File: src/rtl/muldiv_pkg.sv
// muldiv_pkg: shared types for the iterative multiply/divide unit.
//   op_t    - operation select carried on the op port
//   state_t - sequencer state (IDLE -> RUN -> FIX -> IDLE)
package muldiv_pkg;

    typedef enum logic [1:0] {
        OP_MULT  = 2'b00,
        OP_MULTU = 2'b01,
        OP_DIV   = 2'b10,
        OP_DIVU  = 2'b11
    } op_t;

    typedef enum logic [1:0] {
        IDLE = 2'b00,
        RUN  = 2'b01,
        FIX  = 2'b10
    } state_t;

endpackage

File: src/rtl/muldiv_unit.sv
// muldiv_unit: iterative radix-2 multiply / restoring divide with HI/LO
// result registers for the multi-cycle MIPS datapath.
//
// Handshake: start is sampled only while busy=0. The edge that accepts start
// raises busy; busy stays high for N+1 cycles. On the edge that drops busy,
// hi/lo are written and done pulses for exactly one cycle. start while busy
// is ignored (no queuing). MTHI/MTLO writes land only when idle and start=0.
//
// Ports:
//   clk, reset      - rising-edge clock, asynchronous active-high reset
//   start, op, A, B - launch request, operation (op_t), operands
//   wr_hi, wr_lo    - MTHI/MTLO strobes, data on wdata
//   busy, done      - operation in progress / one-cycle completion pulse
//   hi, lo          - result registers (product high/low, remainder/quotient)
//   divz            - last division had a zero divisor; cleared by next start
module muldiv_unit
    import muldiv_pkg::*;
#(
    parameter int N = 32
) (
    input  logic         clk,
    input  logic         reset,
    input  logic         start,
    input  logic [1:0]   op,
    input  logic [N-1:0] A,
    input  logic [N-1:0] B,
    input  logic         wr_hi,
    input  logic         wr_lo,
    input  logic [N-1:0] wdata,
    output logic         busy,
    output logic         done,
    output logic [N-1:0] hi,
    output logic [N-1:0] lo,
    output logic         divz
);

    localparam int CW = $clog2(N);

    state_t          state;
    logic [CW-1:0]   cnt;
    logic            is_div;
    logic            neg_q;     // product sign (mult) or quotient sign (div)
    logic            neg_r;     // remainder sign, follows the dividend
    logic [N-1:0]    a_orig;    // raw dividend, returned as HI on divide by zero
    logic [N-1:0]    b_mag;     // multiplicand or divisor magnitude
    logic [2*N-1:0]  acc;       // {partial product | remainder, multiplier | quotient}

    // Operand magnitudes for launch
    logic            is_signed_in, is_div_in, a_neg, b_neg;
    logic [N-1:0]    a_mag, b_mag_in;

    always_comb begin
        is_signed_in = (op == OP_MULT) || (op == OP_DIV);
        is_div_in    = (op == OP_DIV)  || (op == OP_DIVU);
        a_neg        = is_signed_in & A[N-1];
        b_neg        = is_signed_in & B[N-1];
        a_mag        = a_neg ? (~A + 1'b1) : A;
        b_mag_in     = b_neg ? (~B + 1'b1) : B;
    end

    // One shared N+1 bit adder: add-or-zero for multiply, subtract for divide.
    logic [N:0]      add_x, add_y, add_sum;
    logic            q_bit;
    logic [2*N-1:0]  step_acc;

    always_comb begin
        add_x    = is_div ? {acc[2*N-1:N], acc[N-1]} : {1'b0, acc[2*N-1:N]};
        add_y    = is_div ? ~{1'b0, b_mag} : (acc[0] ? {1'b0, b_mag} : '0);
        add_sum  = add_x + add_y + {{N{1'b0}}, is_div};
        // Top bit clear means the trial subtraction did not underflow.
        q_bit    = ~add_sum[N];
        step_acc = {add_sum, acc[N-1:1]};
        if (is_div) begin
            step_acc = {(q_bit ? add_sum[N-1:0] : add_x[N-1:0]), acc[N-2:0], q_bit};
        end
    end

    // Sign correction and divide-by-zero substitution applied in FIX
    logic [2*N-1:0]  prod;
    logic [N-1:0]    fix_hi, fix_lo;
    logic            fix_divz;

    always_comb begin
        prod     = neg_q ? (~acc + 1'b1) : acc;
        fix_divz = is_div && (b_mag == '0);
        fix_hi   = prod[2*N-1:N];
        fix_lo   = prod[N-1:0];
        if (is_div) begin
            fix_lo = neg_q ? (~acc[N-1:0] + 1'b1) : acc[N-1:0];
            fix_hi = neg_r ? (~acc[2*N-1:N] + 1'b1) : acc[2*N-1:N];
        end
        if (fix_divz) begin
            fix_lo = '1;
            fix_hi = a_orig;
        end
    end

    always_ff @(posedge clk or posedge reset) begin
        if (reset) begin
            state  <= IDLE;
            cnt    <= '0;
            is_div <= 1'b0;
            neg_q  <= 1'b0;
            neg_r  <= 1'b0;
            a_orig <= '0;
            b_mag  <= '0;
            acc    <= '0;
            busy   <= 1'b0;
            done   <= 1'b0;
            hi     <= '0;
            lo     <= '0;
            divz   <= 1'b0;
        end else begin
            done <= 1'b0;
            case (state)
                IDLE: begin
                    if (start) begin
                        is_div <= is_div_in;
                        neg_q  <= a_neg ^ b_neg;
                        neg_r  <= a_neg;
                        a_orig <= A;
                        b_mag  <= b_mag_in;
                        acc    <= {{N{1'b0}}, a_mag};
                        cnt    <= CW'(N - 1);
                        divz   <= 1'b0;
                        busy   <= 1'b1;
                        state  <= RUN;
                    end else begin
                        if (wr_hi) hi <= wdata;
                        if (wr_lo) lo <= wdata;
                    end
                end
                RUN: begin
                    acc <= step_acc;
                    if (cnt == '0) begin
                        state <= FIX;
                    end else begin
                        cnt <= cnt - 1'b1;
                    end
                end
                FIX: begin
                    hi    <= fix_hi;
                    lo    <= fix_lo;
                    divz  <= fix_divz;
                    done  <= 1'b1;
                    busy  <= 1'b0;
                    state <= IDLE;
                end
                default: begin
                    busy  <= 1'b0;
                    state <= IDLE;
                end
            endcase
        end
    end

endmodule

File: config.mk
export PLATFORM = sky130hd
export DESIGN_NAME = muldiv_unit
export DESIGN_NICKNAME = d
export VERILOG_FILES = /design/src/rtl/muldiv_pkg.sv /design/src/rtl/muldiv_unit.sv
export SDC_FILE = /design/constraint.sdc
export NUM_CORES = 1
export LEC_CHECK = 0
export BUFFER_PORTS_ARGS = -buffer_cell sky130_fd_sc_hd__buf_4
export CAP_MARGIN = 20
export CORE_MARGIN = 3
export CORE_UTILIZATION = 54
export DETAILED_ROUTE_END_ITERATION = 7
export PLACE_DENSITY = 0.77
export SKIP_CTS_REPAIR_TIMING = 1
export SLEW_MARGIN = 5
export SYNTH_ARGS = -nofsm -noshare
export SYNTH_HDL_FRONTEND = slang
export SYNTH_SLANG_ARGS = --single-unit
File: constraint.sdc
create_clock -name clk -period 5.4 [get_ports clk]
set_clock_uncertainty 0.05 [all_clocks]
set_input_delay 0.27 -clock clk [delete_from_list [all_inputs] [get_ports clk]]
set_output_delay 0.27 -clock clk [all_outputs]
set_load 0.01 [all_outputs]
==> results_dict.tcl, run 1 <==
set metrics [dict create \
    status "complete, but fails checks" \
    hold_path_depth 3 \
    hold-worst-slack_ns -0.0365 \
    yosysTopAreaCellShare 0.348 \
    crit_path_max_fanout 43 \
    yosysWarnings 0 \
    synthFlopType "dfrtp_1" \
    yosys-top-cells-area "dfrtp_1, o21ai_0, nand2_1, xnor2_1, mux2i_1" \
    ant_nets 0 \
    cp-end-kind "flop" \
    synth_compound_area_frac 0.248 \
    synthXorXnorAreaFrac 0.0874 \
    fillers 2292 \
    crit_buf_inv 3 \
    drv_cap 0 \
    grt_pass1_vias 13143 \
    startpoint_type "flop" \
    synth_area_sq_um 14700 \
    layout.cells.non_filler 2272 \
    die_w_um 171 \
    via_count 14835 \
    synth_top_area_cell "dfrtp_1" \
    drv_slew 0 \
    ys_types 79 \
    rsz0062_at_grt "no" \
    relSlewSlack 0.288 \
    final_nets 2061 \
    utilization 0.655 \
    setup-tns-final_ns 0 \
    drt_iter0_drc 2150 \
    synth-async-reset-ratio 1.00 \
    finalSetupViolCount 0 \
    period_needed_ns 4.89 \
    path_clk_slew_ns 0.06 \
    power_density_nw_per_um2 785 \
    cts_tree "built" \
    r2r_cells 15 \
    totalWireLength_um 50900 \
    report.final.hold_viol_count 11 \
    hpwl_um 38300 \
    io_pins 170 \
    worstSetupPathType "flop to flop" \
    synth_simple_gate_area_frac 0.183 \
    grt-ovfl-total 0 \
    max-clock-path-buffers 3 \
    fin_area_sq_um 17300 \
    vias_per_cell 6.53 \
    tightest_slew_ns 1.07 \
    cp_top_family "compound AO/OA/AOI/OAI gates" \
    grt_pass1_wl_um 77300 \
    initial_utilization 0.558 \
    cts_buffers 24 \
    worst-path-stages 15 \
    wire_per_inst_um 22.4 \
    synth_edf_count 0 \
    root_buffer "clkbuf_16" \
    dp.cells 2193 \
    max_stage_delay_ns 0.63 \
    gp_congestion 0.967 \
    track_usage 0.337 \
    core_area_sq_um 26400 \
    ys_seq_area_frac 0.348 \
    die_h_um 171 \
    ys_seq_elements 205 \
    synth_fp_nets 1944 \
    drc_errors 13 \
    htreeDepth 1 \
    cts_sinks 205 \
    min_period_over_period 0.906 \
    post_synth.cell_area_avg_sq_um 8.18 \
    synth_top_family_by_area "compound AO/OA/AOI/OAI gates" \
    cp.required_ns 5.80 \
    place_area_sq_um 16100 \
    violations "design-rule violations, negative hold slack" \
    antenna_found_initial 1 \
    power_leakage_nw 7.48 \
    synth_cells 1801 \
    synthAdderAreaFrac 0.0350 \
    max_freq_mhz 204 \
    cpMaxStageDelayCell "o41ai_2" \
    fp-row-count 59 \
    synthMuxAreaShare 0.0540 \
    area_growth_pct 17.4 \
    port_buffers 169 \
    drtPass1Iterations 8 \
    critical_path_arrival_ns 5.29 \
    hold_path_class "input port to flop" \
    crit_chain "inv_2, o21ai_0, fa_1, inv_1, fa_1, nand2b_1, a21oi_1, o21ai_1, o41ai_2, nand3b_1, a21boi_0, or2_1, buf_4, mux2_2, o21ai_0" \
    peakVddDrop_mv 0.361 \
    grt_max_degree 112 \
    insertion_delay_ns 0.52 \
    die-area_sq_um 29300 \
    drive_gt1_frac 0.152 \
]
cells in the final DEF, fill, tap and decap left out, drive strengths merged, types with 5 or more instances in the layout:
cell type    synthesis  layout
a211oi              13      13
a21boi               8       8
a21o                19      19
a21oi               84      84
a221oi              12      12
a222oi              20      20
a22oi               16      16
a31oi               26      26
and2                 8       8
and3                 6       6
buf                 30     192
clkbuf             103      32
clkinv               0       6
dfrtp              205     205
dlygate4sd3          0      32
ha                  38      38
inv                 35      35
mux2                28      28
mux2i               48      48
nand2              281     281
nand2b              23      23
nand3               26      26
nand3b               5       5
nand4                8       8
nor2               102     102
nor2b                6       6
nor3                34      34
nor4                28      28
o211ai              27      27
o21a                 9       9
o21ai              239     239
o221ai               7       7
o22ai               46      46
o31ai               22      22
o41ai               10      10
or2                 11      11
or3                 21      21
or4                 11      11
xnor2              106     106
xor2                41      41
worst paths after layout:
path	from	end	slack [ns]
max	is_div$_DFFE_PP0P_	acc[48]$_DFFE_PP0P_	0.51
min	wdata[23]	hi[23]$_DFFE_PP0P_	-0.04
max reg2reg	is_div$_DFFE_PP0P_	acc[48]$_DFFE_PP0P_	0.51
min reg2reg	a_orig[24]$_DFFE_PP0P_	a_orig[24]$_DFFE_PP0P_	0.42
max in group asynchronous	reset	done$_DFF_PP0_	3.90
min in group asynchronous	reset	a_orig[12]$_DFFE_PP0P_	0.18
Yosys cell counts (5+ instances only):
| cell type | count |
|---|---|
| buf_2 | 6 |
| a21boi_0 | 8 |
| a222oi_1 | 20 |
| nor4_1 | 28 |
| o22ai_1 | 46 |
| a211oi_1 | 13 |
| o21a_1 | 9 |
| nor2_1 | 101 |
| buf_1 | 20 |
| o21ai_1 | 5 |
| nand2b_1 | 23 |
| mux2i_1 | 48 |
| a21oi_1 | 83 |
| or4_1 | 8 |
| xor2_1 | 41 |
| or2_2 | 8 |
| o221ai_1 | 7 |
| mux2_2 | 28 |
| nand3b_1 | 5 |
| nor3_1 | 32 |
| xnor2_1 | 106 |
| o41ai_1 | 6 |
| o21ai_0 | 234 |
| nor2b_1 | 6 |
| a21o_1 | 19 |
| a31oi_1 | 26 |
| a221oi_1 | 12 |
| nand4_1 | 8 |
| a22oi_1 | 16 |
| o31ai_1 | 22 |
| nand3_1 | 26 |
| inv_1 | 34 |
| and3_1 | 6 |
| or3_1 | 20 |
| o211ai_1 | 27 |
| and2_1 | 8 |
| clkbuf_1 | 101 |
| nand2_1 | 281 |
| dfrtp_1 | 205 |
| ha_1 | 38 |
kinds of logic (layout without fill, tap and decap cells):
family	after synthesis	in the layout
compound gates	585	585
mux	76	76
flops	205	205
xor+xnor	147	147
buf+inv	168	303
fa+ha+maj	40	40
other cells	0	1
simple gates	580	580
tightest hold or removal path, stage by stage:
cell and delay, ns:
buf_4 0.10, a222oi_1 0.06, o21ai_0 0.07
power by group:
group / internal, mW / switching, mW / total, mW / leakage (nW)
combinational: 3.45 / 4.93 / 8.38 / 4.55
sequential: 2.32 / 1.11 / 3.43 / 2.50
clock: 1.09 / 0.679 / 1.77 / 0.425
total: 6.86 / 6.72 / 13.6 / 7.48
metal layers:
metal	wire length (um)	share of wire	up-vias	track usage
met5	0	0	-	0
met3	6150	0.12	110	0.0742
met2	20800	0.41	899	0.477
met4	2210	0.043	0	0.117
li1	-	-	6782	-
met1	21700	0.43	7044	0.508
per-stage QoR:
step	setup slack, ns	power [mW]	hold WS [ns]
2_1_floorplan	0.549	8.94	0.316
3_3_place_gp	0.814	11.4	0.409
3_5_place_dp	0.666	11.5	0.405
4_1_cts	0.641	13.3	-0.101
5_1_grt	0.101	14.5	0.00205
6_report	0.505	13.6	-0.0365
area by class of cell:
class,count,area (sq um),share of cell area
inverters,35,135,0.00781
clock inverters,12,166,0.00962
clock buffers,32,692,0.0400
flip-flops and latches,205,5130,0.297
diodes,1,2.50,0.000145
repair buffers,224,1790,0.103
multi-input cells,1428,8970,0.518
well taps,335,419,0.0242
flip-flops by register name, summed over array words and instances (netlist names):
signal	cells
a_orig	32
acc	64
b_mag	32
busy	1
cnt	5
divz	1
done	1
hi	32
is_div	1
lo	32
neg_q	1
neg_r	1
state	2
No activity file was read; power rests on OpenSTA's default activity.
==> run 2, diff against run 1 <==
- BUFFER_PORTS_ARGS: -buffer_cell sky130_fd_sc_hd__buf_4 -> default
- CORE_UTILIZATION: 54 -> 59
- DONT_BUFFER_PORTS: default -> 1
- PLACE_DENSITY: 0.77 -> default
- PLACE_DENSITY_LB_ADDON: default -> 0.15
==> run 2 against run 1 <==
  * The flow finishes with violations (negative hold slack)
  * Worst setup slack gained 0.012 ns
  * Sequential power grew 3%
  * Total power shrank 3.7%
  * Count of clock-buffer cells in the layout grew 2
  * Via count shrank 2.9%
  * Non-clock buffer count shrank 102
==> results_dict.tcl, run 2 (synthesis gave the netlist of run 1 again) <==
set metrics [dict create \
    status "complete, but fails checks" \
    violations "negative hold slack" \
    final_cell_mix "nand2_1, o21ai_0, dfrtp_1" \
    pwr-share-clk 0.125 \
    rsz0062_at_grt "no" \
    worstReg2RegEnd "acc[54]$_DFFE_PP0P_" \
    ant_nets 0 \
    cpMaxStageDelayCell "dfrtp_4" \
    grt_max_degree 98 \
    drtPass1Iterations 7 \
    power_density_nw_per_um2 787 \
    startpoint_type "flop" \
    min_from "A[8]" \
    r2r_cells 15 \
    max_stage_delay_ns 0.62 \
    critical_path_arrival_ns 5.26 \
    peakVddDrop_mv 0.457 \
    min_period_over_period 0.904 \
    p_switching_mw 6.64 \
    dp.cells 2013 \
    hpwl_um 36900 \
    grt_pass1_wl_um 73500 \
    drc_errors 0 \
    layout.cells.non_filler 2154 \
    worstSetupPathType "flop to flop" \
    antenna_found_initial 0 \
    combPwrFrac 0.604 \
    die-area_sq_um 26900 \
    area_growth_pct 12.8 \
    max_freq_mhz 205 \
    crit_path_max_fanout 31 \
    die_w_um 164 \
    mostFrequentLayoutCell "nand2_1" \
    gp_congestion 1.01 \
    rrSetupSlack_ns 0.52 \
    die_h_um 164 \
    num_antenna_cells 0 \
    final_nets 1959 \
    relSlewSlack 0.276 \
    regMostFlops "acc" \
    power_mw 13.1 \
    crit_chain "inv_2, buf_4, o21ai_0, inv_1, fa_1, nand2b_1, a21oi_1, o21ai_1, o41ai_2, nand3b_1, a21boi_0, or2_1, buf_4, mux2_2, o21ai_0" \
    grt-ovfl-total 0 \
    largest_reg_flops 64 \
    hold-worst-slack_ns -0.0409 \
    tightest_slew_ns 1.08 \
    root_buffer "clkbuf_16" \
    power_switching_share 0.507 \
    insertion_delay_ns 0.56 \
    fillers 2028 \
    cp.required_ns 5.78 \
    io_pins 170 \
    initial_utilization 0.603 \
    htreeDepth 1 \
    setup-tns-final_ns 0 \
    grt_pass1_vias 12292 \
    p_int_mw 6.44 \
    report.final.hold_viol_count 13 \
    path_clk_slew_ns 0.06 \
    track_usage 0.353 \
    port_buffers 0 \
    cp_top_family "compound AO/OA/AOI/OAI gates" \
    max-clock-path-buffers 3 \
    hold_path_class "input port to flop" \
    cp-end-kind "flop" \
    cts_sinks 205 \
    crit_buf_inv 4 \
    period_needed_ns 4.88 \
    hold_path_depth 4 \
    finalSetupViolCount 0 \
    drv_cap 0 \
    power_leakage_nw 6.90 \
    totalWireLength_um 50500 \
    fp-row-count 57 \
    pwr-share-seq 0.271 \
    via_count 14401 \
    drv_slew 0 \
    min_to "acc[8]$_DFFE_PP0P_" \
    cts_buffers 24 \
    cts_tree "built" \
    drt_iter0_drc 2168 \
    core_area_sq_um 24500 \
    vias_per_cell 6.69 \
    drive_gt1_frac 0.0634 \
    wire_per_inst_um 23.4 \
    rr_startpoint "is_div$_DFFE_PP0P_" \
]
## run 2: changes by cell type in the layout (fill, tap and decap cells not counted)
cell and delta:
buf_4 -171, dlygate4sd3_1 +69, clkinv_2 -4, clkbuf_1 +3, bufinv_16 -2, clkbuf_16 -1, clkinv_16 +1, clkinv_4 +1
clkinvlp_4 -1, diode_2 -1, inv_6 -1
## run 2: cell type report
cell class	instances	area (sq um)	area share
flip-flops and latches	205	5130	0.309
multi-input cells	1428	8970	0.539
clock inverters	6	109	0.00655
inverters	35	135	0.00813
clock buffers	34	678	0.0408
well taps	324	405	0.0244
repair buffers	122	1190	0.0718
## run 2: how the worst max path moves through the flow
stage,endpoint,cells past startpoint,startpoint,slack (ns)
floorplan,acc[36]$_DFFE_PP0P_,20,is_div$_DFFE_PP0P_,0.55
CTS,acc[54]$_DFFE_PP0P_,15,is_div$_DFFE_PP0P_,0.58
finish,acc[54]$_DFFE_PP0P_,15,is_div$_DFFE_PP0P_,0.52
global placement,acc[54]$_DFFE_PP0P_,15,is_div$_DFFE_PP0P_,0.78
detailed placement,acc[54]$_DFFE_PP0P_,15,is_div$_DFFE_PP0P_,0.64
global route,acc[54]$_DFFE_PP0P_,15,is_div$_DFFE_PP0P_,0.04
## run 2: metal layers
metal	vias up	global-route usage	routed length, um	share of wire
met1	6813	0.540	21700	0.43
met4	0	0.115	1840	0.036
met3	102	0.0855	6350	0.13
met5	-	0	0	0
li1	6560	-	-	-
met2	926	0.485	20600	0.41
## run 2: tightest hold or removal path, delay by kind of cell
kind / cells / cell delay, ns
XOR/XNOR: 1 / 0.05
AND/OR/NAND/NOR: 1 / 0.06
AO/OA/AOI/OAI: 2 / 0.15
## run 2: stage by stage
step,setup WS [ns],area (sq um),utilization
floorplan,0.549,14700,-
global placement,0.780,14800,0.606
detailed placement,0.637,14800,0.606
CTS,0.583,15600,0.638
global route,0.0356,16600,0.680
finish,0.517,16600,0.680
## run 2: power groups by stage
stage	registers, mW	clock network (mW)	logic, mW
after floorplan	2.92	0	6.01
after global routing	3.64	1.71	8.61
after detailed placement	3.51	0	7.61
final	3.54	1.64	7.91
after CTS	3.49	1.64	7.64
after global placement	3.49	0	7.50
